File: src/rtl/clock_step_controller.sv
// clock_step_controller
// Run/halt/single-step scheduler for the processor clock divider. It counts
// the fast input clock and emits one-cycle read and write phase strobes, one
// of each per processor cycle, with a period that can be changed at runtime.
//
// Ports:
//   clock_in    - single rising-edge clock for all logic
//   reset_n     - asynchronous active-low reset
//   run         - level; requests free-running processor cycles
//   step        - level; a rising edge requests exactly one processor cycle
//   div_load    - one-cycle request to change the divisor
//   div_value   - new divisor, sampled when div_load is high
//   div_ack     - one-cycle pulse after a new divisor takes effect
//   div_err     - one-cycle pulse after a rejected load (div_value < 2)
//   tick_read   - read-phase strobe (counter == 0)
//   tick_write  - write-phase strobe (counter == div >> 1)
//   running     - high whenever the scheduler is not halted
module clock_step_controller #(
  parameter int WIDTH       = 28,
  parameter int DEFAULT_DIV = 4
) (
  input  logic             clock_in,
  input  logic             reset_n,
  input  logic             run,
  input  logic             step,
  input  logic             div_load,
  input  logic [WIDTH-1:0] div_value,
  output logic             div_ack,
  output logic             div_err,
  output logic             tick_read,
  output logic             tick_write,
  output logic             running
);

  typedef enum logic [1:0] {
    ST_HALT = 2'd0,
    ST_RUN  = 2'd1,
    ST_STEP = 2'd2
  } state_e;

  localparam logic [WIDTH-1:0] ONE     = WIDTH'(1);
  localparam logic [WIDTH-1:0] TWO     = WIDTH'(2);
  localparam logic [WIDTH-1:0] DIV_RST = WIDTH'(DEFAULT_DIV);

  // Write-phase position inside a period: floor(div / 2).
  function automatic logic [WIDTH-1:0] half_period(input logic [WIDTH-1:0] d);
    return {1'b0, d[WIDTH-1:1]};
  endfunction

  state_e           state_q,      state_d;
  logic [WIDTH-1:0] counter_q,    counter_d;
  logic [WIDTH-1:0] div_q,        div_d;
  logic [WIDTH-1:0] pend_div_q,   pend_div_d;
  logic             pend_valid_q, pend_valid_d;
  logic             step_q;
  logic             div_ack_q,    div_ack_d;
  logic             div_err_q,    div_err_d;

  logic step_edge_s;
  logic active_s;
  logic boundary_s;
  logic apply_s;
  logic load_ok_s;
  logic load_bad_s;

  assign step_edge_s = step & ~step_q;
  assign active_s    = (state_q != ST_HALT);
  // Last cycle of a period; the counter never exceeds div-1.
  assign boundary_s  = active_s & (counter_q == (div_q - ONE));
  // Divisor changes only while halted or on a period boundary.
  assign apply_s     = (state_q == ST_HALT) | boundary_s;
  assign load_ok_s   = div_load & (div_value >= TWO);
  assign load_bad_s  = div_load & (div_value < TWO);

  // Scheduler next-state and cycle counter.
  always_comb begin
    state_d   = state_q;
    counter_d = counter_q;
    case (state_q)
      ST_HALT: begin
        counter_d = '0;
        // run wins over a coincident step edge
        if (run) begin
          state_d = ST_RUN;
        end else if (step_edge_s) begin
          state_d = ST_STEP;
        end else begin
          state_d = ST_HALT;
        end
      end
      ST_RUN: begin
        if (boundary_s) begin
          counter_d = '0;
          // run is only looked at on the boundary so a period is never cut short
          if (run) begin
            state_d = ST_RUN;
          end else begin
            state_d = ST_HALT;
          end
        end else begin
          counter_d = counter_q + ONE;
        end
      end
      ST_STEP: begin
        if (boundary_s) begin
          counter_d = '0;
          state_d   = ST_HALT;
        end else begin
          counter_d = counter_q + ONE;
        end
      end
      default: begin
        counter_d = '0;
        state_d   = ST_HALT;
      end
    endcase
  end

  // Divisor load, pending slot and acknowledge/error pulses.
  always_comb begin
    div_d        = div_q;
    pend_div_d   = pend_div_q;
    pend_valid_d = pend_valid_q;
    div_ack_d    = 1'b0;
    div_err_d    = load_bad_s;
    if (apply_s && pend_valid_q) begin
      div_d        = pend_div_q;
      pend_valid_d = 1'b0;
      div_ack_d    = 1'b1;
    end else begin
      div_ack_d    = 1'b0;
    end
    // A load coinciding with an apply lands in the slot after the older value
    // has been consumed, so it waits for the next apply point.
    if (load_ok_s) begin
      pend_div_d   = div_value;
      pend_valid_d = 1'b1;
    end else begin
      pend_div_d   = pend_div_d;
    end
  end

  // State, counter, divisor and pulse registers.
  always_ff @(posedge clock_in or negedge reset_n) begin
    if (!reset_n) begin
      state_q      <= ST_HALT;
      counter_q    <= '0;
      div_q        <= DIV_RST;
      pend_div_q   <= DIV_RST;
      pend_valid_q <= 1'b0;
      step_q       <= 1'b0;
      div_ack_q    <= 1'b0;
      div_err_q    <= 1'b0;
    end else begin
      state_q      <= state_d;
      counter_q    <= counter_d;
      div_q        <= div_d;
      pend_div_q   <= pend_div_d;
      pend_valid_q <= pend_valid_d;
      step_q       <= step;
      div_ack_q    <= div_ack_d;
      div_err_q    <= div_err_d;
    end
  end

  assign running    = active_s;
  assign tick_read  = active_s & (counter_q == '0);
  assign tick_write = active_s & (counter_q == half_period(div_q));
  assign div_ack    = div_ack_q;
  assign div_err    = div_err_q;

endmodule

File: config.mk
export PLATFORM = sky130hd
export DESIGN_NAME = clock_step_controller
export DESIGN_NICKNAME = d
export VERILOG_FILES = /design/src/rtl/clock_step_controller.sv
export SDC_FILE = /design/constraint.sdc
export NUM_CORES = 1
export LEC_CHECK = 0
export BUFFER_PORTS_ARGS = -buffer_cell sky130_fd_sc_hd__buf_4
export CAP_MARGIN = 10
export CORE_ASPECT_RATIO = 1.1
export CORE_MARGIN = 2
export CORE_UTILIZATION = 43
export DETAILED_ROUTE_END_ITERATION = 16
export GPL_TIMING_DRIVEN = 0
export PLACE_DENSITY = 0.56
export SLEW_MARGIN = 20
export SYNTH_ARGS = -nofsm -noshare
export SYNTH_HDL_FRONTEND = slang
export SYNTH_SLANG_ARGS = --single-unit
File: constraint.sdc
create_clock -name clock_in -period 4 [get_ports clock_in]
set_clock_uncertainty 0.1 [all_clocks]
set_input_delay 0.4 -clock clock_in [delete_from_list [all_inputs] [get_ports clock_in]]
set_output_delay 0.4 -clock clock_in [all_outputs]
set_load 0.1 [all_outputs]
* Word-level counts from Yosys, hierarchy flattened
Cells that the tools add are included.
** Storage, ports and cells
- Bits of input ports :: 33
- Bits in registers :: 90
- Logic and storage cells :: 44
** Cells by class
- Bitwise operators :: 8
- Equal/unequal tests :: 6
- $lt $le $gt $ge :: 2
- $add $sub $neg :: 2
- Multiplexer cells :: 11
- Reductions and logical operators :: 7
** Operators by type and width (number)
- $mux 28 :: 2
- $add 28x1->28 const B :: 1
- $eq 28x27->1 :: 1
- $eq 28x28->1 :: 1
- $ge 28x2->1 const B :: 1
- $logic_not 28->1 :: 1
- $lt 28x2->1 const B :: 1
- $sub 28x1->28 const B :: 1
- $mux 2 :: 4
- $and 1x1->1 :: 6
- $pmux 2 s3 :: 1
- $mux 1 :: 4
- $ne 2x2->1 const B :: 2
- $reduce_bool 2->1 :: 2
- $eq 2x1->1 const B :: 1
- $eq 2x2->1 const B :: 1
- $logic_not 2->1 :: 1
- $reduce_and 2->1 :: 1
- $reduce_or 2->1 :: 1
- $logic_and 1x1->1 :: 1
- $not 1->1 :: 1
- $or 1x1->1 :: 1

* Logic depth before layout (Yosys ltp)
Gate-level depths: netlist (run 1).
- Depth in word-level cells :: 7
- Depth in mapped cells :: 12
- Depth with buffers taken out :: 10

* Worst setup path after synthesis (run 1)
Ideal clock, no wire load.
- Path type :: reg2out
- Start :: register counter_q[23]
- End :: output port tick_write
- Setup slack :: -543 ps
- Arrival time :: 4043 ps
- Stages on the path, launching flop included :: 6
- Path buffers :: 1
- Cell sequence :: dfrtp_1 -> clkbuf_1 -> xor2_1 -> nor4_1 -> nand3_1 -> nor4_1
** On the way
- Word-level cells in the longest chain between the ends :: 2
** Ends and longest elaborated chain
- start: declaration :: line 51 : logic [WIDTH-1:0] counter_q, counter_d;
- start signal: assignment :: line 156 : counter_q <= counter_d;
- $eq 28x27->1 :: line 168 : assign tick_write = active_s & (counter_q == half_period(div_q));
- $and 1x1->1 :: line 168
- end: declaration :: line 31 : output logic tick_write,
No other way between the ends.

* Worst setup path in the final report (run 1)
- Start :: register div_q[6]
- End :: register div_q[24]
** On the way
- Word-level cells in the longest chain between the ends :: 5
** Ends and longest elaborated chain
- start: declaration :: line 52 : logic [WIDTH-1:0] div_q, div_d;
- start signal: assignment :: line 157 : div_q <= div_d;
- $sub 28x1->28 :: line 69 : assign boundary_s = active_s & (counter_q == (div_q - ONE));
- $eq 28x28->1 :: line 69
- $and 1x1->1 :: line 69
- $or 1x1->1 :: line 71 : assign apply_s = (state_q == ST_HALT) | boundary_s;
- $logic_and 1x1->1 :: line 126 : if (apply_s && pend_valid_q) begin
No other way between the ends.
A chain may end at the register's enable or synchronous reset.

==> impl_metrics.tcl, run 1 <==
set metrics [dict create \
    slew_headroom_pct 46.0 \
    cp_common_cell "and4_1" \
    leakage_uw 0.00253 \
    finalSetupTns_ns 0 \
    core_area_um2 12100 \
    setup_viol 0 \
    critPathKind "reg2reg" \
    track_usage_pct 20.5 \
    grt_start_max_net_pins 91 \
    ys_seq_area_share_pct 42.3 \
    dpl.cell_count 729 \
    critPathMaxFanout 10 \
    synth_xor_xnor_area_share_pct 14.1 \
    synth_edf_count 0 \
    die_area_um2 13300 \
    post_cts_buffers 0 \
    start_util_pct 44.1 \
    rsz0062_at_grt "false" \
    cpMaxStageDelayCell "nor4_1" \
    drc 0 \
    num_io_pins 38 \
    syn_inst 538 \
    drive_above_1_share_pct 21.7 \
    gp_congestion 0.884 \
    drt_iter0_drc 317 \
    insertion_delay_ns 0.36 \
    crit_path_start_kind "flip-flop" \
    antennaDiodeCount 0 \
    drt-wirelength-per-cell_um 17.0 \
    clk_pin_slew_ns 0.07 \
    async_flop_share_pct 100 \
    crit_chain "clkbuf_1, nor4_1, and4_1, and4_1, o211ai_1, nor4_2, nand4_2, a21boi_2, buf_6, buf_12, mux2_4" \
    end_kind "flip-flop" \
    worstPathRequired_ns 4.13 \
    synth.cell_area_um2 5330 \
    finalMaxSlewViolations 0 \
    io_buffers 37 \
    ys.flop_type "dfrtp_1" \
    cts_tree "yes" \
    grt_pass1_wl_mm 20.7 \
    yosys_warnings 0 \
    gr-total-overflow 0 \
    cts_root_buf "clkbuf_16" \
    vias 4175 \
    cts_buffer_depth 2 \
    slowest_delay_ns 0.72 \
    worstMarginPinSlew_ns 0.810 \
    utilization_pct 50.8 \
    dpl.hpwl_mm 9.36 \
    cap_viol_max_count 0 \
    yosys.area_share.simple_pct 19.7 \
    firstDrtPassIters 4 \
    min_period_ns 3.75 \
    arrival_ns 3.88 \
    cts.sinks 90 \
    fmax_mhz 267 \
    syn_nets 577 \
    ys_types 55 \
    areaGrowthSynthToFinish_pct 15.1 \
    rows 42 \
    muxShareOfSynthArea_pct 12.0 \
    htreeDepth 3 \
    vias_per_cell 5.60 \
    die_h_um 121 \
    r2r_setup_slack_ns 0.25 \
    power.density_nw_per_um2 634 \
    synth_compound_area_share_pct 5.32 \
    instances_no_fill 745 \
    final_hold_viol_count 0 \
    synth_seq_cells 90 \
    run_status "finished, final reports clean" \
    synth_fa_ha_area_share_pct 1.41 \
    ir_worst_vdd_mv 0.375 \
    finalNetCount 625 \
    routed_wl_mm 12.7 \
    p_total_uw 3890 \
    die_x_um 110 \
    syn_avg_cell_area_um2 9.91 \
    synth_top_family_by_area "simple AND/OR/NAND/NOR gates" \
    antenna_found_initial 0 \
    cts_made_buffers 9 \
    ant_nets 0 \
    period_share_pct 93.7 \
    hp-class "in2async" \
    grt_pass1_vias 3952 \
]
[kinds of logic after synthesis]
logic type	count (synthesis)
AOI/OAI and AO/OA	39
xor gates and xnor gates	86
adders and majority gates	6
buffers and inverters	63
DFF	90
muxes	54
and+or+nand+nor	200
[sequential cells by signal, summed over array words and instances, names as in the netlist]
| register | count |
|---|---|
| div_q | 28 |
| pend_div_q | 28 |
| div_err | 1 |
| counter_q | 28 |
| state_q | 2 |
| div_ack | 1 |
| pend_valid_q | 1 |
| step_q | 1 |
[layout make-up]
class / instances / area (um^2)
Buffer: 48 / 219
Multi-Input combinational cell: 385 / 2840
Tap cell: 154 / 193
Inverter: 15 / 56.3
Timing Repair Buffer: 37 / 282
Clock buffer: 10 / 229
Fill cell: 1136 / 5950
Clock inverter: 6 / 67.6
Sequential cell: 90 / 2250
[cell usage after synthesis, types with 3 or more instances]
| library cell | count | area share, % |
|---|---|---|
| dfrtp_1 | 88 | 41 |
| nor2_1 | 51 | 3.6 |
| xor2_1 | 49 | 8.0 |
| mux2_2 | 45 | 9.5 |
| clkbuf_1 | 39 | 2.7 |
| xnor2_1 | 37 | 6.1 |
| nand2_1 | 30 | 2.1 |
| nor4_1 | 30 | 3.5 |
| nand3_1 | 19 | 1.8 |
| nor3_1 | 16 | 1.5 |
| inv_1 | 15 | 1.1 |
| nand4_1 | 15 | 1.8 |
| mux2_4 | 9 | 2.5 |
| a21oi_1 | 8 | 0.75 |
| ha_1 | 6 | 1.4 |
| and2_1 | 5 | 0.59 |
| and3_1 | 5 | 0.59 |
| a211oi_1 | 4 | 0.56 |
| o22ai_1 | 4 | 0.47 |
| or3_1 | 4 | 0.47 |
| a31oi_1 | 3 | 0.35 |
| and4_1 | 3 | 0.49 |
| buf_1 | 3 | 0.21 |
| nand2b_1 | 3 | 0.35 |
| nor2b_1 | 3 | 0.35 |
| nor3b_1 | 3 | 0.42 |
| o21ai_0 | 3 | 0.28 |
| or4_1 | 3 | 0.42 |
[placed cells by master, fill, tap and decap left out, types with 3 or more instances in the layout]
cell,n
o22ai_1,4
a31oi_1,3
clkbuf_1,39
o21ai_0,3
and3_1,5
nor3b_1,3
nand3_1,19
a21oi_1,8
a211oi_1,4
mux2_2,45
nand2b_1,3
inv_1,15
nor3_1,14
nand4_1,15
nor2_1,50
ha_1,6
and2_1,5
or4_1,3
buf_6,3
buf_1,3
nand2_1,30
clkbuf_16,9
buf_4,37
and4_1,3
xnor2_1,37
xor2_1,49
mux2_4,9
nor2b_1,3
dfrtp_1,88
nor4_1,28
nor4_2,3
or3_1,4
[timing repair]
action,in CTS,in global routing
setup endpoints to repair,0,48
hold buffers,0,0
gates resized for setup,0,7
[final timing paths]
kind                                     start              to  depth (start not counted)
max in group asynchronous              reset_n          step_q                          1
worst max register to register        div_q[6]       div_q[24]                         11
worst max-delay path                  div_q[6]       div_q[24]                         11
worst min register to register  pend_div_q[27]  pend_div_q[27]                          2
min in group clock_in                     step          step_q                          1
worst min-delay path                   reset_n   counter_q[26]                          1
[critical path: cells and delay by family, from the launching register on]
| kind | cells | cell delay (ns) |
|---|---|---|
| compound gates | 2 | 0.39 |
| flops | 1 | 0.36 |
| buf+inv | 3 | 0.58 |
| simple gates | 5 | 1.87 |
| mux | 1 | 0.30 |
[through the flow]
step / area, um^2 / hold slack (ns) / worst slack (ns)
floorplan: 5340 / 0.00441 / 0.616
global placement: 5810 / 0.360 / 0.150
detailed placement: 5810 / 0.359 / 0.124
CTS: 6110 / 0.0544 / 0.104
global route: 6140 / 0.0609 / 0.00916
finish: 6140 / 0.00130 / 0.250
[report_power, final]
part / switching, uW / leakage [uW] / internal (uW) / total [uW]
combinational: 1020 / 0.00127 / 729 / 1750
sequential: 173 / 0.00112 / 1110 / 1280
clock: 377 / 0.000139 / 487 / 863
total: 1570 / 0.00253 / 2330 / 3890
[metal layers]
layer	up-vias	share of wire, %	GRT usage, %
li1	1975	-	-
met1	2059	45	27.8
met2	123	49	32.7
met3	18	5.0	3.67
met4	0	1.9	7.58
met5	-	0	0
(Power assumes the default switching activity.)
==> run 2, diff against run 1 <==
--- a/config.mk
+++ b/config.mk
@@ -5,6 +5,7 @@
 export SDC_FILE = /design/constraint.sdc
 export NUM_CORES = 1
 export LEC_CHECK = 0
+export ABC_AREA = 1
 export BUFFER_PORTS_ARGS = -buffer_cell sky130_fd_sc_hd__buf_4
 export CAP_MARGIN = 10
 export CORE_ASPECT_RATIO = 1.1
==> impl_metrics.tcl, run 2 <==
set metrics [dict create \
    cts_root_buf "clkbuf_16" \
    min_period_ns 3.13 \
    ys.flop_type "dfrtp_1" \
    cap_viol_max_count 0 \
    cts_buffer_depth 2 \
    yosys_warnings 0 \
    antenna_found_initial 0 \
    yosys.area.top_type_share_pct 36.9 \
    setup_viol 0 \
    dpl.hpwl_mm 13.4 \
    rsz0062_at_grt "false" \
    cts.sinks 90 \
    vias_per_cell 5.17 \
    clk_pin_slew_ns 0.07 \
    fmax_mhz 319 \
    rr_startpoint "div_q[0]" \
    finalNetCount 932 \
    fillerInstances 1444 \
    core_area_um2 13700 \
    vias 5610 \
    rows 45 \
    die_area_um2 14800 \
    async_flop_share_pct 100 \
    yosysMostFrequentCell "nand2_1" \
    dpl.cell_count 1070 \
    hp-class "in2async" \
    drt-wirelength-per-cell_um 15.7 \
    crit_path_start_kind "flip-flop" \
    leakage_uw 0.00342 \
    ys_types 37 \
    post_cts_buffers 0 \
    slew_headroom_pct 46.3 \
    ir_worst_vdd_mv 0.198 \
    areaGrowthSynthToFinish_pct 13.9 \
    cts_tree "yes" \
    synth_seq_cells 90 \
    ys_seq_area_share_pct 37.8 \
    start_util_pct 43.6 \
    cts_hold_buf 0 \
    grt_start_max_net_pins 91 \
    final_common_cell "nand2_1" \
    io_buffers 37 \
    critPathMaxFanout 7 \
    finalMaxSlewViolations 0 \
    die_h_um 127 \
    worstPathRequired_ns 3.50 \
    worst_slack_ns 0.866 \
    drc 0 \
    antennaDiodeCount 0 \
    gr-total-overflow 0 \
    end_kind "output port" \
    instances_no_fill 1086 \
    critPathKind "reg2out" \
    synth.cell_area_um2 5960 \
    routed_wl_mm 17.0 \
    grt_pass1_vias 5566 \
    largestRegisters "counter_q: 28 flops, div_q: 28 flops, pend_div_q: 28 flops" \
    reg2reg_depth 16 \
    syn_nets 884 \
    die_x_um 116 \
    syn_avg_cell_area_um2 7.06 \
    num_io_pins 38 \
    synthTopCellsByArea "dfrtp_1 (37%), nand2_1 (15%), inv_1 (7.2%), nand3_1 (7.1%), nor2_1 (5.0%)" \
    worstMarginPinSlew_ns 0.806 \
    track_usage_pct 24.8 \
    power.density_nw_per_um2 609 \
    rr_endpoint "div_q[18]" \
    drive_above_1_share_pct 11.6 \
    insertion_delay_ns 0.35 \
    dp_slack_ns 1.10 \
    ant_nets 0 \
    period_share_pct 78.4 \
    final_cell_mix "nand2_1 (239), inv_1 (115), dfrtp_1 (88)" \
    yosysTopAreaCell "dfrtp_1" \
    gp_congestion 0.966 \
    cts_resized 0 \
    run_status "finished, final reports clean" \
    ys_top_cells_by_count "nand2_1 (239), inv_1 (115), dfrtp_1 (88), nand3_1 (85), nor2_1 (80)" \
    final_hold_viol_count 0 \
    syn_inst 845 \
    arrival_ns 2.63 \
    htreeDepth 3 \
    r2r_setup_slack_ns 1.03 \
    finalSetupTns_ns 0 \
    grt_pass1_wl_mm 28.2 \
    cts_made_buffers 9 \
    synth_edf_count 0 \
    firstDrtPassIters 6 \
    drt_iter0_drc 319 \
]
-- run 2: changes by cell type in the layout (fill, tap and decap cells not counted), sizes merged, moves of 18 or more --
cell / previous run / this run
nor4: 31 / 12
nand4: 16 / 46
nor2: 51 / 96
xnor2: 37 / 14
clkbuf: 49 / 31
xor2: 49 / 27
nand2: 30 / 245
nand3: 19 / 87
mux2: 54 / 12
inv: 16 / 118
o21ai: 4 / 27
-- run 2: through the flow --
step           utilization, %  instance area (um^2)  total power [uW]  hold slack (ns)
3_3_place_gp             47.4                  6490              3240            0.371
4_1_cts                  49.6                  6790              4170           0.0573
3_5_place_dp             47.4                  6490              3280            0.374
2_1_floorplan               -                  5970              2760          0.00441
5_1_grt                  49.6                  6790              4490           0.0565
6_report                 49.6                  6790              4130          0.00885
-- run 2: cells by family (layout without fill, tap and decap cells) --
kind of cell	after synthesis	count (layout)	share of synthesized area, %
buffers and inverters	145	198	9.84
DFF	90	90	37.8
AOI/OAI and AO/OA	45	45	4.37
and+or+nand+nor	506	506	38.4
adders and majority gates	6	6	1.26
xor gates and xnor gates	41	41	6.02
muxes	12	12	2.27
-- run 2: metal layers --
metal	share of wire [%]	GRT usage (%)
met1	44	32.4
met2	49	41.7
met3	4.2	2.80
met4	3.1	9.80
met5	0	0
-- run 2: critical path: stages (launching register included) --
cell and delay [ns]:
dfrtp_1 0.33, clkbuf_1 0.35, inv_1 0.20, nand2_1 0.10
o2111ai_1 0.11, nor4_1 0.36, nand4_1 0.27, nor4_2 0.24
buf_4 0.34
-- run 2: final cells by class --
type                    instances  area, um^2  area share [%]
multi-input cells             610        3130            46.1
well taps                     188         235            3.46
inverters                     116         435            6.41
plain buffers                  29         151            2.23
flip-flops and latches         90        2250            33.2
clock inverters                 5        45.0           0.663
repair buffers                 37         282            4.15
clock buffers                  11         253            3.72
-- run 2: worst max-delay path by stage --
stage | startpoint | to | cells after the start
6_report | counter_q[17] | tick_write | 8
4_1_cts | counter_q[25] | tick_write | 8
3_3_place_gp | div_q[0] | state_q[0] | 12
3_5_place_dp | div_q[0] | div_q[25] | 16
2_1_floorplan | state_q[0] | tick_read | 7
5_1_grt | counter_q[17] | tick_write | 8
-- run 2: report_power, final --
part / leakage, uW / switching, uW / internal [uW]
combinational: 0.00213 / 1250 / 647
clock: 0.000145 / 397 / 466
sequential: 0.00115 / 274 / 1100
